--- src/rtl/tt_fetch_pkg.sv ---
// Shared constants and uio control decoding for the instruction-fetch block.
// Sizes, uio bit positions and the fixed output-enable pattern live here.
package tt_fetch_pkg;

  localparam int unsigned MEM_WORDS  = 16;
  localparam int unsigned FIFO_DEPTH = 4;

  localparam int unsigned UIO_WR_EN     = 0;
  localparam int unsigned UIO_PC_VALID  = 1;
  localparam int unsigned UIO_FLUSH     = 2;
  localparam int unsigned UIO_OUT_READY = 3;
  localparam int unsigned UIO_PC_READY  = 4;
  localparam int unsigned UIO_OUT_VALID = 5;
  localparam int unsigned UIO_FULL      = 6;
  localparam int unsigned UIO_EMPTY     = 7;

  localparam logic [7:0] UIO_OE_VALUE = 8'hF0;

  typedef struct packed {
    logic out_ready;
    logic flush;
    logic pc_valid;
    logic wr_en;
  } uio_ctrl_t;

  function automatic uio_ctrl_t decode_uio(input logic [3:0] uio);
    uio_ctrl_t c;
    c.wr_en     = uio[UIO_WR_EN];
    c.pc_valid  = uio[UIO_PC_VALID];
    c.flush     = uio[UIO_FLUSH];
    c.out_ready = uio[UIO_OUT_READY];
    return c;
  endfunction

endpackage

--- src/rtl/tt_um_instr_fetch_if.sv ---
// Push/pop/flush bus between the fetch control logic (master) and its buffer (slave).
interface tt_um_instr_fetch_if #(
  parameter int unsigned DEPTH = 4,
  parameter int unsigned WIDTH = 8
);
  localparam int unsigned CW = $clog2(DEPTH + 1);

  logic             push;
  logic             pop;
  logic             flush;
  logic [WIDTH-1:0] wdata;
  logic [WIDTH-1:0] rdata;
  logic             full;
  logic             empty;
  logic [CW-1:0]    count;

  modport master (
    output push, pop, flush, wdata,
    input  rdata, full, empty, count
  );

  modport slave (
    input  push, pop, flush, wdata,
    output rdata, full, empty, count
  );

endinterface

--- src/rtl/tt_um_instr_fetch_fifo.sv ---
// Circular buffer of fetched instructions; flush wins over any push/pop in the same cycle.
module fetch_fifo #(
  parameter int unsigned DEPTH = 4,
  parameter int unsigned WIDTH = 8
) (
  input  logic                 clk,
  input  logic                 rst_n,
  tt_um_instr_fetch_if.slave   f
);

  localparam int unsigned PW = (DEPTH > 1) ? $clog2(DEPTH) : 1;
  localparam int unsigned CW = $clog2(DEPTH + 1);

  logic [WIDTH-1:0] buf_q [DEPTH];
  logic [PW-1:0]    rd_q, rd_d;
  logic [PW-1:0]    wr_q, wr_d;
  logic [CW-1:0]    cnt_q, cnt_d;
  logic             do_push, do_pop;
  logic             full, empty;

  function automatic logic [PW-1:0] nxt(input logic [PW-1:0] p);
    return (p == PW'(DEPTH - 1)) ? '0 : p + PW'(1);
  endfunction

  assign full  = (cnt_q == CW'(DEPTH));
  assign empty = (cnt_q == '0);

  always_comb begin
    rd_d    = rd_q;
    wr_d    = wr_q;
    cnt_d   = cnt_q;
    do_push = 1'b0;
    do_pop  = 1'b0;
    if (f.flush) begin
      rd_d  = '0;
      wr_d  = '0;
      cnt_d = '0;
    end else begin
      do_push = f.push & ~full;
      do_pop  = f.pop & ~empty;
      if (do_push) wr_d = nxt(wr_q);
      if (do_pop)  rd_d = nxt(rd_q);
      if (do_push && !do_pop)      cnt_d = cnt_q + CW'(1);
      else if (!do_push && do_pop) cnt_d = cnt_q - CW'(1);
    end
  end

  always_ff @(posedge clk or negedge rst_n) begin
    if (!rst_n) begin
      rd_q  <= '0;
      wr_q  <= '0;
      cnt_q <= '0;
      for (int unsigned i = 0; i < DEPTH; i++) buf_q[i] <= '0;
    end else begin
      rd_q  <= rd_d;
      wr_q  <= wr_d;
      cnt_q <= cnt_d;
      if (do_push) buf_q[wr_q] <= f.wdata;
    end
  end

  assign f.rdata = buf_q[rd_q];
  assign f.full  = full;
  assign f.empty = empty;
  assign f.count = cnt_q;

endmodule

--- src/rtl/tt_um_instr_fetch.sv ---
// Instruction fetch unit: loadable local instruction memory, PC-addressed reads,
// and a small output buffer with valid/ready handshake on the TinyTapeout pins.
module tt_um_instr_fetch #(
  parameter int unsigned MEM_WORDS  = tt_fetch_pkg::MEM_WORDS,
  parameter int unsigned FIFO_DEPTH = tt_fetch_pkg::FIFO_DEPTH
) (
  input  logic       clk,
  input  logic       rst_n,
  input  logic       ena,
  input  logic [7:0] ui_in,
  input  logic [7:0] uio_in,
  output logic [7:0] uo_out,
  output logic [7:0] uio_out,
  output logic [7:0] uio_oe
);
  import tt_fetch_pkg::*;

  localparam int unsigned AW = $clog2(MEM_WORDS);
  localparam int unsigned CW = $clog2(FIFO_DEPTH + 1);

  logic [7:0]    mem_q [MEM_WORDS];
  logic [AW-1:0] wr_ptr_q, wr_ptr_d;
  logic [AW-1:0] rd_addr_q, rd_addr_d;
  logic          rd_pending_q, rd_pending_d;

  uio_ctrl_t     ctrl;
  logic          live;
  logic          pc_ready, accept, out_valid;
  logic [CW:0]   occupancy;
  logic          unused_uio;

  tt_um_instr_fetch_if #(.DEPTH(FIFO_DEPTH), .WIDTH(8)) fq ();

  fetch_fifo #(.DEPTH(FIFO_DEPTH), .WIDTH(8)) u_fifo (
    .clk   (clk),
    .rst_n (rst_n),
    .f     (fq)
  );

  assign ctrl       = decode_uio(uio_in[3:0]);
  assign unused_uio = &{1'b0, uio_in[7:4]};

  // rst_n gates the handshake outputs so they read idle while reset is held.
  assign live      = ena & rst_n;
  assign occupancy = {1'b0, fq.count} + (CW+1)'(rd_pending_q);
  assign pc_ready  = live & ~ctrl.wr_en & ~ctrl.flush & (occupancy < (CW+1)'(FIFO_DEPTH));
  assign accept    = ctrl.pc_valid & pc_ready;
  assign out_valid = live & ~fq.empty;

  assign fq.push  = live & rd_pending_q;
  assign fq.pop   = out_valid & ctrl.out_ready;
  assign fq.flush = live & ctrl.flush;
  assign fq.wdata = mem_q[rd_addr_q];

  always_comb begin
    wr_ptr_d     = wr_ptr_q;
    rd_addr_d    = rd_addr_q;
    rd_pending_d = rd_pending_q;
    if (live) begin
      if (ctrl.wr_en)
        wr_ptr_d = (wr_ptr_q == AW'(MEM_WORDS - 1)) ? '0 : wr_ptr_q + AW'(1);
      // A pending read always drains on the next edge; accept re-arms it.
      rd_pending_d = accept;
      if (accept) rd_addr_d = ui_in[2 +: AW];
    end
  end

  always_ff @(posedge clk or negedge rst_n) begin
    if (!rst_n) begin
      wr_ptr_q     <= '0;
      rd_addr_q    <= '0;
      rd_pending_q <= 1'b0;
      for (int unsigned i = 0; i < MEM_WORDS; i++) mem_q[i] <= '0;
    end else begin
      wr_ptr_q     <= wr_ptr_d;
      rd_addr_q    <= rd_addr_d;
      rd_pending_q <= rd_pending_d;
      if (live && ctrl.wr_en) mem_q[wr_ptr_q] <= ui_in;
    end
  end

  always_comb begin
    uio_out                = '0;
    uio_out[UIO_PC_READY]  = pc_ready;
    uio_out[UIO_OUT_VALID] = out_valid;
    uio_out[UIO_FULL]      = fq.full;
    uio_out[UIO_EMPTY]     = fq.empty;
  end

  assign uo_out = out_valid ? fq.rdata : '0;
  assign uio_oe = UIO_OE_VALUE;

endmodule

--- config.mk ---
export PLATFORM = sky130hd
export DESIGN_NAME = tt_um_instr_fetch
export DESIGN_NICKNAME = d
export VERILOG_FILES = /design/src/rtl/tt_fetch_pkg.sv /design/src/rtl/tt_um_instr_fetch_if.sv /design/src/rtl/tt_um_instr_fetch_fifo.sv /design/src/rtl/tt_um_instr_fetch.sv
export SDC_FILE = /design/constraint.sdc
export NUM_CORES = 1
export LEC_CHECK = 0
export ABC_AREA = 1
export CELL_PAD_IN_SITES_DETAIL_PLACEMENT = 0
export CELL_PAD_IN_SITES_GLOBAL_PLACEMENT = 1
export CORE_ASPECT_RATIO = 1.1
export CORE_MARGIN = 3
export CORE_UTILIZATION = 41
export DETAILED_ROUTE_END_ITERATION = 8
export PLACE_DENSITY_LB_ADDON = 0.1
export SLEW_MARGIN = 25
export SYNTH_ARGS = -nofsm -noshare
export SYNTH_HDL_FRONTEND = slang
export SYNTH_SLANG_ARGS = --single-unit
--- constraint.sdc ---
create_clock -name clk -period 1.8 [get_ports clk]
set_input_delay 0.36 -clock clk [delete_from_list [all_inputs] [get_ports clk]]
set_output_delay 0.36 -clock clk [all_outputs]
set_load 0.01 [all_outputs]
======== After elaboration in Yosys (flattened, before gate mapping) ========
Index checks and enable logic that the tools add are counted.
operators by class
  reduce and logical (&&, ||, !) cells .... 13
  divide/modulo/power cells ............... 0
  equal/unequal tests ..................... 4
  multiply operators ...................... 0
  muxes and demuxes ....................... 24
  bitwise logic cells ..................... 19
  shifts and indexed selects .............. 0
  order comparisons ....................... 7
  add/subtract/negate cells ............... 6
operator list
  operator                                                              number
  128-bit bitwise mux                                                   1
  8-bit 2-to-1 mux                                                      7
  8-bit binary-select mux with 4-bit select                             1
  32-bit bitwise mux                                                    1
  8-bit demux with 4-bit select                                         1
  8-bit binary-select mux with 2-bit select                             1
  8-bit demux with 2-bit select                                         1
  2-bit 2-to-1 mux                                                      6
  1-bit bitwise AND                                                     11
  5-bit >= comparator, second input constant                            2
  4-bit NOT with 5-bit output                                           2
  3-bit 2-to-1 mux                                                      3
  3-bit >= comparator, second input constant                            2
  2-bit NOT with 3-bit output                                           2
  1-bit logical AND                                                     5
  5-bit by 1-bit < comparator with 1-bit output, second input constant  1
  2-bit by 1-bit adder with 2-bit output, second input constant         2
  3-bit by 1-bit adder with 4-bit output                                1
  4-bit by 1-bit adder with 4-bit output, second input constant         1
  2-bit equality test, second input constant                            2
  4-bit equality test, second input constant                            1
  4-bit by 3-bit < comparator with 1-bit output, second input constant  1
  4-bit 2-to-1 mux                                                      1
  1-bit NOT                                                             4
  other kinds (10)                                                      13
word-level totals
  memories kept ........................... 0
  memory bits (writable) .................. 0
  bits in latches ......................... 0
  output and inout port bits .............. 24
  memory bits (read-only) ................. 0
  register bits ........................... 176

======== Depth between registers and ports, before layout ========
Gate-level depths: netlist (run 1).
  depth after elaboration ................. 9
  depth in mapped cells ................... 12
  depth with buffers taken out ............ 12

======== Cells and area by module ========
A second synthesis (run 1) with hierarchy kept.
second synthesis, totals
  cell total of the unflattened synthesis .. 1,193
  area, all modules ....................... 9,266.4 sq um
by module, submodules not included
  module             cells an instance  instances  area an instance (sq um)
  tt_um_instr_fetch  946                1          7,247.0
  fetch_fifo         247                1          2,019.4

======== Worst setup path after synthesis (run 1) ========
No wires, ideal clock.
  path kind ............................... register to register
  from .................................... reg u_fifo.cnt_q[0], in the netlist u_fifo.f.count[0]
  to ...................................... reg u_fifo.cnt_q[2], in the netlist u_fifo.f.count[2]
  period minus slack after synthesis ...... 1,832 ps
  setup time .............................. 118 ps
  cell stages (with the launch flop) ...... 13
  data arrival time ....................... 1,714 ps
  path buffers ............................ 0
  path slack .............................. -32 ps
  path through ............................ dfrtp_1 > inv_1 > nand3_1 > nand2_1 > inv_1 > nand2_1 > inv_1 > fa_1 > xor2_1 > nand3b_1 > nand2_1 > nand3_1 > nand2_1
between the ends
  word-level cells in the longest chain between the ends .. 9
  elaborated cells between the ends (all ways) .. 18
RTL lines
  what                      line                                                   source
  start: declaration        tt_um_instr_fetch_fifo.sv:17                           logic [CW-1:0] cnt_q, cnt_d;
  start signal: assignment  tt_um_instr_fetch_fifo.sv:57                           cnt_q <= cnt_d;
  3-bit zero test           tt_um_instr_fetch_fifo.sv:26                           assign empty = (cnt_q == '0);
  1-bit NOT                 tt_um_instr_fetch_fifo.sv:40, tt_um_instr_fetch.sv:48
  1-bit bitwise AND         tt_um_instr_fetch.sv:48                                assign out_valid = live & ~fq.empty;
  1-bit bitwise AND         tt_um_instr_fetch.sv:51                                assign fq.pop = out_valid & ctrl.out_ready;
  1-bit bitwise AND         tt_um_instr_fetch_fifo.sv:40                           do_pop = f.pop & ~empty;
  1-bit zero test           tt_um_instr_fetch_fifo.sv:43                           if (do_push && !do_pop) cnt_d = cnt_q + CW'(1);
  1-bit logical AND         tt_um_instr_fetch_fifo.sv:43
  3-bit 2-to-1 mux          tt_um_instr_fetch_fifo.sv:43
  3-bit 2-to-1 mux          tt_um_instr_fetch_fifo.sv:34                           if (f.flush) begin
Parallel ways exist; a longest one is shown, timed or not. The select of a mux whose other input is x is not followed.
A chain may end at the register's enable or synchronous reset.

======== Worst setup path after layout (run 1) ========
  from .................................... reg u_fifo.rd_q[0]
  to ...................................... out uo_out[7]
between the ends
  word-level cells in the longest chain between the ends .. 5
RTL lines
  what                                                 line                          source
  start: declaration                                   tt_um_instr_fetch_fifo.sv:15  logic [PW-1:0] rd_q, rd_d;
  start signal: assignment                             tt_um_instr_fetch_fifo.sv:55  rd_q <= rd_d;
  2-bit NOT with 3-bit output (not written as such)    tt_um_instr_fetch_fifo.sv:62  assign f.rdata = buf_q[rd_q];
  8-bit binary-select mux with 2-bit select            tt_um_instr_fetch_fifo.sv:62
  8-bit 2-to-1 mux (not written as such) (2 in a row)  tt_um_instr_fetch_fifo.sv:62
  8-bit 2-to-1 mux                                     tt_um_instr_fetch.sv:90       assign uo_out = out_valid ? fq.rdata : '0;
  end: declaration                                     tt_um_instr_fetch.sv:12       output logic [7:0] uo_out,
Every way passes these cells. The select of a mux whose other input is x is not followed.

==> results.txt, run 1 <==
most frequent cells after synthesis: nand2_1, dfrtp_1, inv_1
crit start category: register
Post-synth EDFFs: 0
Max-slew headroom: 46.51%
vias in the first global route: 7291
DRC: 0
# diodes: 0
Slew @ Worst Pin: 0.8024 ns
Period minus WS final: 1.949 ns
Initial Util: 41.98%
Die Y: 161.4 um
H-tree depth: 4
die extent in x: 147.3 um
first-pass GRT wire length: 40.05 mm
Layout Cells excl Fill: 1552
Mapped Cells: 1173
TritonCTS Sinks: 176
failing checks: setup timing
Most used DFF post-synth: dfrtp_1
CTS buffer count: 17
Die Area: 0.02377 mm^2
CP Capture Type: primary output
CTS root buf: clkbuf_16
Critical path buffers and inverters: 2
DR vias/cell: 4.820
Max Slew Vio Count: 0
Antenna Nets Post-Route: 0
final WL: 24.40 mm
grt total ovfl: 0
DP Area: 0.01012 mm^2
synthesis-to-finish area growth: 22.05%
RePlAce Congestion: 0.7960
area of the core: 0.02144 mm^2
maximum vdd drop: 0.6405 mV
Synth Area per Inst: 7.673 um^2
area leader, netlist: dfrtp_1
sequential area share after synthesis: 48.94%
Final WS setup: -0.1485 ns
Sw Ratio: 40.15%
fin crit share: 108.3%
Total GRT Usage: 21.33%
drt pass-1 iters: 5
deepest clock path buffer count: 2
final setup skew: 0.01363 ns
cells along the critical path: clkbuf_16 -> nor2_4 -> nor2_2 -> o21ai_1 -> a21oi_1 -> buf_2
Leak: 5.421 nW
Clk Latency, worst-skew pair: 0.44 ns
status: finished with violations
CP Class: register to primary output
RSZ-0062 raised after global routing: yes
Yosys top cell area share: 48.94%
worst-path fanout max: 5
Max stage delay on crit path: 0.46 ns
fraction of registers with async set/reset: 100.0%
Routed wire per std cell: 15.72 um
Clk pwr share: 22.7%
Slowest cell on crit path: dfrtp_2
Max Clk Rate: 513.2 MHz
Post-Synthesis Cell Area: 0.009000 mm^2
Gate power share: 41.1%
number of cell rows: 56
DP Wirelength: 16.02 mm
delay-heaviest family, CP: flip-flops
pin count of the biggest net entering global routing: 154
final number of setup-violating endpoints: 8
Req. time, crit path: 1.44 ns
Distinct cells, synth: 33
IO buf count: 26
Seq pwr share: 36.2%
Fill cells: 2161
Design Area, Final: 0.01098 mm^2
P_sw: 6.444 mW
Final Total Pwr: 16.05 mW
most common cell in the synthesized netlist: nand2_1
Internal: 9.608 mW
share of cells above drive strength 1: 16.96%
vias after detailed routing: 7481
Max Cap Viol: 0
dpl cells: 1509
antenna violations before repair: 0
Synth area leaders: dfrtp_1, nand2_1, o21ai_0
hold crit path type: primary input to asynchronous set/reset pin
Synth warnings: 0
TritonCTS clock tree: done
Worst-path clk slew: 0.07 ns
Top Ports: 43
WP data arrival: 1.59 ns
Seq cells post-synth: 176
DRT iter0 DRCs: 411
nets@finish: 1279
power per cell area: 1461 mW/mm^2
Final Hold Fails: 0
==> layout make-up <==
class,instances,area (um^2),share of cell area [%]
tap,290,362.8,3.303
inverter,169,645.6,5.878
multi-input combinational,767,3747,34.12
timing repair buffer,119,1254,11.41
clock inverter,14,142.6,1.299
clock buffer,17,425.4,3.873
sequential,176,4407,40.12
==> worst min-delay path: cells and delay by family <==
kind | cells | cell delay [ns]
buf+inv | 3 | 0.94
==> final timing paths <==
path	from	to	slack (ns)	cells past startpoint
min in group clk	rst_n	rd_pending_q$_DFFE_PN0N_	0.47	6
max reg2reg	u_fifo.f.count[0]$_DFFE_PN0P_	u_fifo.f.count[2]$_DFFE_PN0P_	0.03	12
min reg2reg	mem_q[1]$_DFFE_PN0P_	mem_q[1]$_DFFE_PN0P_	0.49	2
max	u_fifo.rd_q[0]$_DFFE_PN0P_	uo_out[7]	-0.15	6
max in group asynchronous	rst_n	mem_q[118]$_DFFE_PN0P_	0.24	4
min	rst_n	u_fifo.f.count[0]$_DFFE_PN0P_	0.46	3
==> per-stage QoR <==
step	TNS, ns	hold slack [ns]	utilization, %	setup slack [ns]
after floorplan	0	0.06441	-	0.03229
after global placement	-37.32	0.3886	47.22	-0.4133
after detailed placement	-37.63	0.3869	47.22	-0.4499
after CTS	-0.7905	0.4648	50.22	-0.1424
after global routing	-1.971	0.4909	51.23	-0.2393
final	-0.9497	0.4637	51.23	-0.1485
==> power groups by stage <==
stage	Clock, mW	Combinational (mW)	Sequential [mW]
5_1_grt	3.89	7.47	5.96
3_3_place_gp	0	6.10	5.79
6_report	3.64	6.59	5.82
3_5_place_dp	0	6.14	5.83
4_1_cts	3.73	6.30	5.77
2_1_floorplan	0	4.10	5.64
==> metal layers <==
layer / up-vias / track usage [%] / wire length, um
met4: 0 / 6.186 / 436
met1: 3550 / 29.14 / 11090
met2: 138 / 35.41 / 12030
li1: 3775 / - / -
met3: 18 / 3.311 / 837
met5: - / 0 / 0
==> timing repair <==
item / CTS / global route
resized for setup: 76 / 54
cloned: 1 / 2
hold endpoints to repair: 23 / 0
pin swaps: 10 / 33
buffers inserted: 6 / 4
hold buffers: 1 / 0
endpoints found under the setup margin: 13 / 33
==> kinds of logic (layout without fill, tap and decap cells) <==
group,Yosys count,count (layout),synth area share [%]
buffers and inverters,240,319,11.69
DFF,176,176,48.94
adders and majority gates,10,10,1.474
xor gates and xnor gates,2,2,0.1947
AOI/OAI and AO/OA,164,164,9.287
other,2,12,0.08345
and+or+nand+nor,579,579,28.33
==> sequential cells by signal (all words and copies together) (netlist names) <==
register,count
mem_q,128
u_fifo.buf_q,32
rd_addr_q,4
wr_ptr_q,4
u_fifo.f.count,3
u_fifo.rd_q,2
u_fifo.wr_q,2
rd_pending_q,1
==> placed cells by master, fill, tap and decap left out, drive strengths merged <==
cell | netlist | routed
a21oi | 8 | 8
buf | 53 | 103
clkbuf | 18 | 19
clkdlybuf4s50 | 0 | 12
clkinv | 2 | 6
conb | 2 | 12
dfrtp | 176 | 176
dlygate4sd3 | 0 | 1
dlymetal6s2s | 0 | 1
fa | 1 | 1
ha | 9 | 9
inv | 167 | 177
nand2 | 398 | 398
nand3 | 125 | 125
nand3b | 3 | 3
nand4 | 1 | 1
nor2 | 43 | 43
nor3 | 4 | 4
nor4 | 5 | 5
o21ai | 156 | 156
xor2 | 2 | 2
Note: power is estimated with default switching activity, not from simulation.
==> run 2, diff against run 1 <==
--- a/config.mk
+++ b/config.mk
@@ -10,9 +10,10 @@
 export CELL_PAD_IN_SITES_GLOBAL_PLACEMENT = 1
 export CORE_ASPECT_RATIO = 1.1
 export CORE_MARGIN = 3
-export CORE_UTILIZATION = 41
+export CORE_UTILIZATION = 35
 export DETAILED_ROUTE_END_ITERATION = 8
 export PLACE_DENSITY_LB_ADDON = 0.1
+export SKIP_CTS_REPAIR_TIMING = 1
 export SLEW_MARGIN = 25
 export SYNTH_ARGS = -nofsm -noshare
 export SYNTH_HDL_FRONTEND = slang
==> run 2 against run 1 <==
Effect of this change: cell count up 3.2%; sequential cell count unchanged; sequential share of layout area up 0.17 points; the run still ends with setup timing left; worst hold slack got worse by 0.38 ns; largest power group unchanged; critical path type unchanged; sequential power is 1% lower; register-to-register slack hardly changed; critical path depth did not move; largest cell class unchanged; first-iteration DRC count rose by 14%; highest routed layer unchanged.
==> results.txt, run 2 (synthesized netlist as in run 1, its figures left out) <==
die extent in x: 158.9 um
number of cell rows: 60
TritonCTS Sinks: 176
M1 GR Usage: 25.22%
largest reg by FF count: mem_q
status: finished with violations
Worst-path clk slew: 0.08 ns
fin crit share: 108.2%
RSZ-0062 raised after global routing: yes
Req. time, crit path: 1.44 ns
Die Y: 174.2 um
launching point of the worst reg2reg path: u_fifo.f.count[1]$_DFFE_PN0P_
area of the core: 0.02485 mm^2
first-pass GRT wire length: 41.27 mm
most common cell after layout, fill and taps aside: nand2_1
power per cell area: 1454 mW/mm^2
storage element area: 0.004407 mm^2
crit start category: register
DR vias/cell: 4.628
Clk Latency, worst-skew pair: 0.43 ns
Final Hold Fails: 0
failing checks: setup timing
WP data arrival: 1.59 ns
CP Capture Type: primary output
max reg flops: 128
Clk pwr share: 23.0%
# diodes: 0
Period minus WS final: 1.947 ns
deepest clock path buffer count: 2
IO buf count: 26
final setup skew: 0.01309 ns
P_sw: 6.405 mW
maximum vdd drop: 0.5731 mV
FF-to-FF setup slack: 0.02 ns
pin count of the biggest net entering global routing: 150
final WL: 25.61 mm
worst reg2reg path depth: 12
DRT iter0 DRCs: 469
GRT Max-Usage Layer: met2
final number of setup-violating endpoints: 8
vias after detailed routing: 7409
Fill cells: 2556
RR Endpoint: u_fifo.f.count[2]$_DFFE_PN0P_
grt total ovfl: 0
Internal: 9.493 mW
Final WS setup: -0.1468 ns
dpl cells: 1563
TritonCTS clock tree: done
Max Slew Vio Count: 0
DRC: 0
Seq pwr share: 36.2%
Die Area: 0.02768 mm^2
H-tree depth: 4
Routed wire per std cell: 16.00 um
Gate power share: 40.9%
M3 GR Usage: 2.502%
Initial Util: 36.22%
Total GRT Usage: 19.00%
drt pass-1 iters: 5
Leak: 5.411 nW
worst hold slack: 0.08538 ns
Sw Ratio: 40.29%
DP Wirelength: 17.23 mm
hold crit path type: primary input to asynchronous set/reset pin
setup TNS: -0.9186 ns
RePlAce Congestion: 0.7592
worst-path fanout max: 8
nets@finish: 1277
CTS buffer count: 17
antenna violations before repair: 0
Regs by FF count: mem_q x128, u_fifo.buf_q x32
synthesis-to-finish area growth: 21.52%
Max Clk Rate: 513.7 MHz
Top Ports: 43
Antenna Nets Post-Route: 0
share of cells above drive strength 1: 15.08%
vias in the first global route: 7350
CTS root buf: clkbuf_16
CP Class: register to primary output
Max-slew headroom: 40.72%
GR Util met2: 33.12%
Slew @ Worst Pin: 0.8892 ns
Max Cap Viol: 0
most frequent cells in the layout: nand2_1, dfrtp_1, inv_1
Layout Cells excl Fill: 1601
footprint of the multi-input gates: 0.003666 mm^2
==> run 2: cell count changes in the layout (fill, tap and decap cells not counted), sizes merged <==
cell	before	now
buf	103	97
dlymetal6s2s	1	4
clkbuf	19	21
clkinv	6	4
clkinvlp	0	1
dlygate4sd3	1	0
inv	177	178
==> run 2: layer usage <==
metal	up-vias	part of all wire, %
li1	3762	-
met1	3545	47
met2	85	50
met3	17	2.5
met4	0	1.2
met5	-	0
==> run 2: cell type report <==
type	instances	area share [%]
sequential	176	40.29
multi-input combinational	767	33.52
timing repair buffer	117	11.23
inverter	169	5.892
tap	341	3.901
clock buffer	17	3.890
clock inverter	14	1.270
==> run 2: critical path: stages, from the launching register on <==
cell and delay [ns]:
dfrtp_2 0.44, buf_12 0.14, nor2_1 0.04, nor2_1 0.15, o21ai_1 0.09, a21oi_1 0.15
buf_2 0.14
==> run 2: worst max path at each step <==
| stage | start | endpoint | cells after the start |
|---|---|---|---|
| after global placement | ena | uo_out[0] | 6 |
| final | u_fifo.rd_q[0]$_DFFE_PN0P_ | uo_out[4] | 6 |
| after global routing | u_fifo.rd_q[0]$_DFFE_PN0P_ | uo_out[4] | 6 |
| after CTS | u_fifo.rd_q[0]$_DFFE_PN0P_ | uo_out[3] | 6 |
| after floorplan | u_fifo.f.count[1]$_DFFE_PN0P_ | u_fifo.f.count[2]$_DFFE_PN0P_ | 12 |
| after detailed placement | ena | uo_out[4] | 6 |
==> run 2: power by group through the flow <==
stage               clock network, mW  logic [mW]  registers, mW
finish                           3.65        6.50           5.75
global route                     3.91        7.39           5.90
CTS                              3.78        6.31           5.72
detailed placement                  0        6.27           5.80
global placement                    0        6.26           5.76
floorplan                           0        4.10           5.64
==> run 2: through the flow <==
| step | total power [mW] | setup WS (ns) | area [um^2] | util, % |
|---|---|---|---|---|
| floorplan | 9.737 | 0.03229 | 9040 | - |
| global placement | 12.03 | -0.4964 | 10210 | 41.10 |
| detailed placement | 12.07 | -0.5223 | 10210 | 41.10 |
| CTS | 15.81 | -0.6130 | 10780 | 43.37 |
| global route | 17.20 | -0.2497 | 10940 | 44.01 |
| finish | 15.90 | -0.1468 | 10940 | 44.01 |
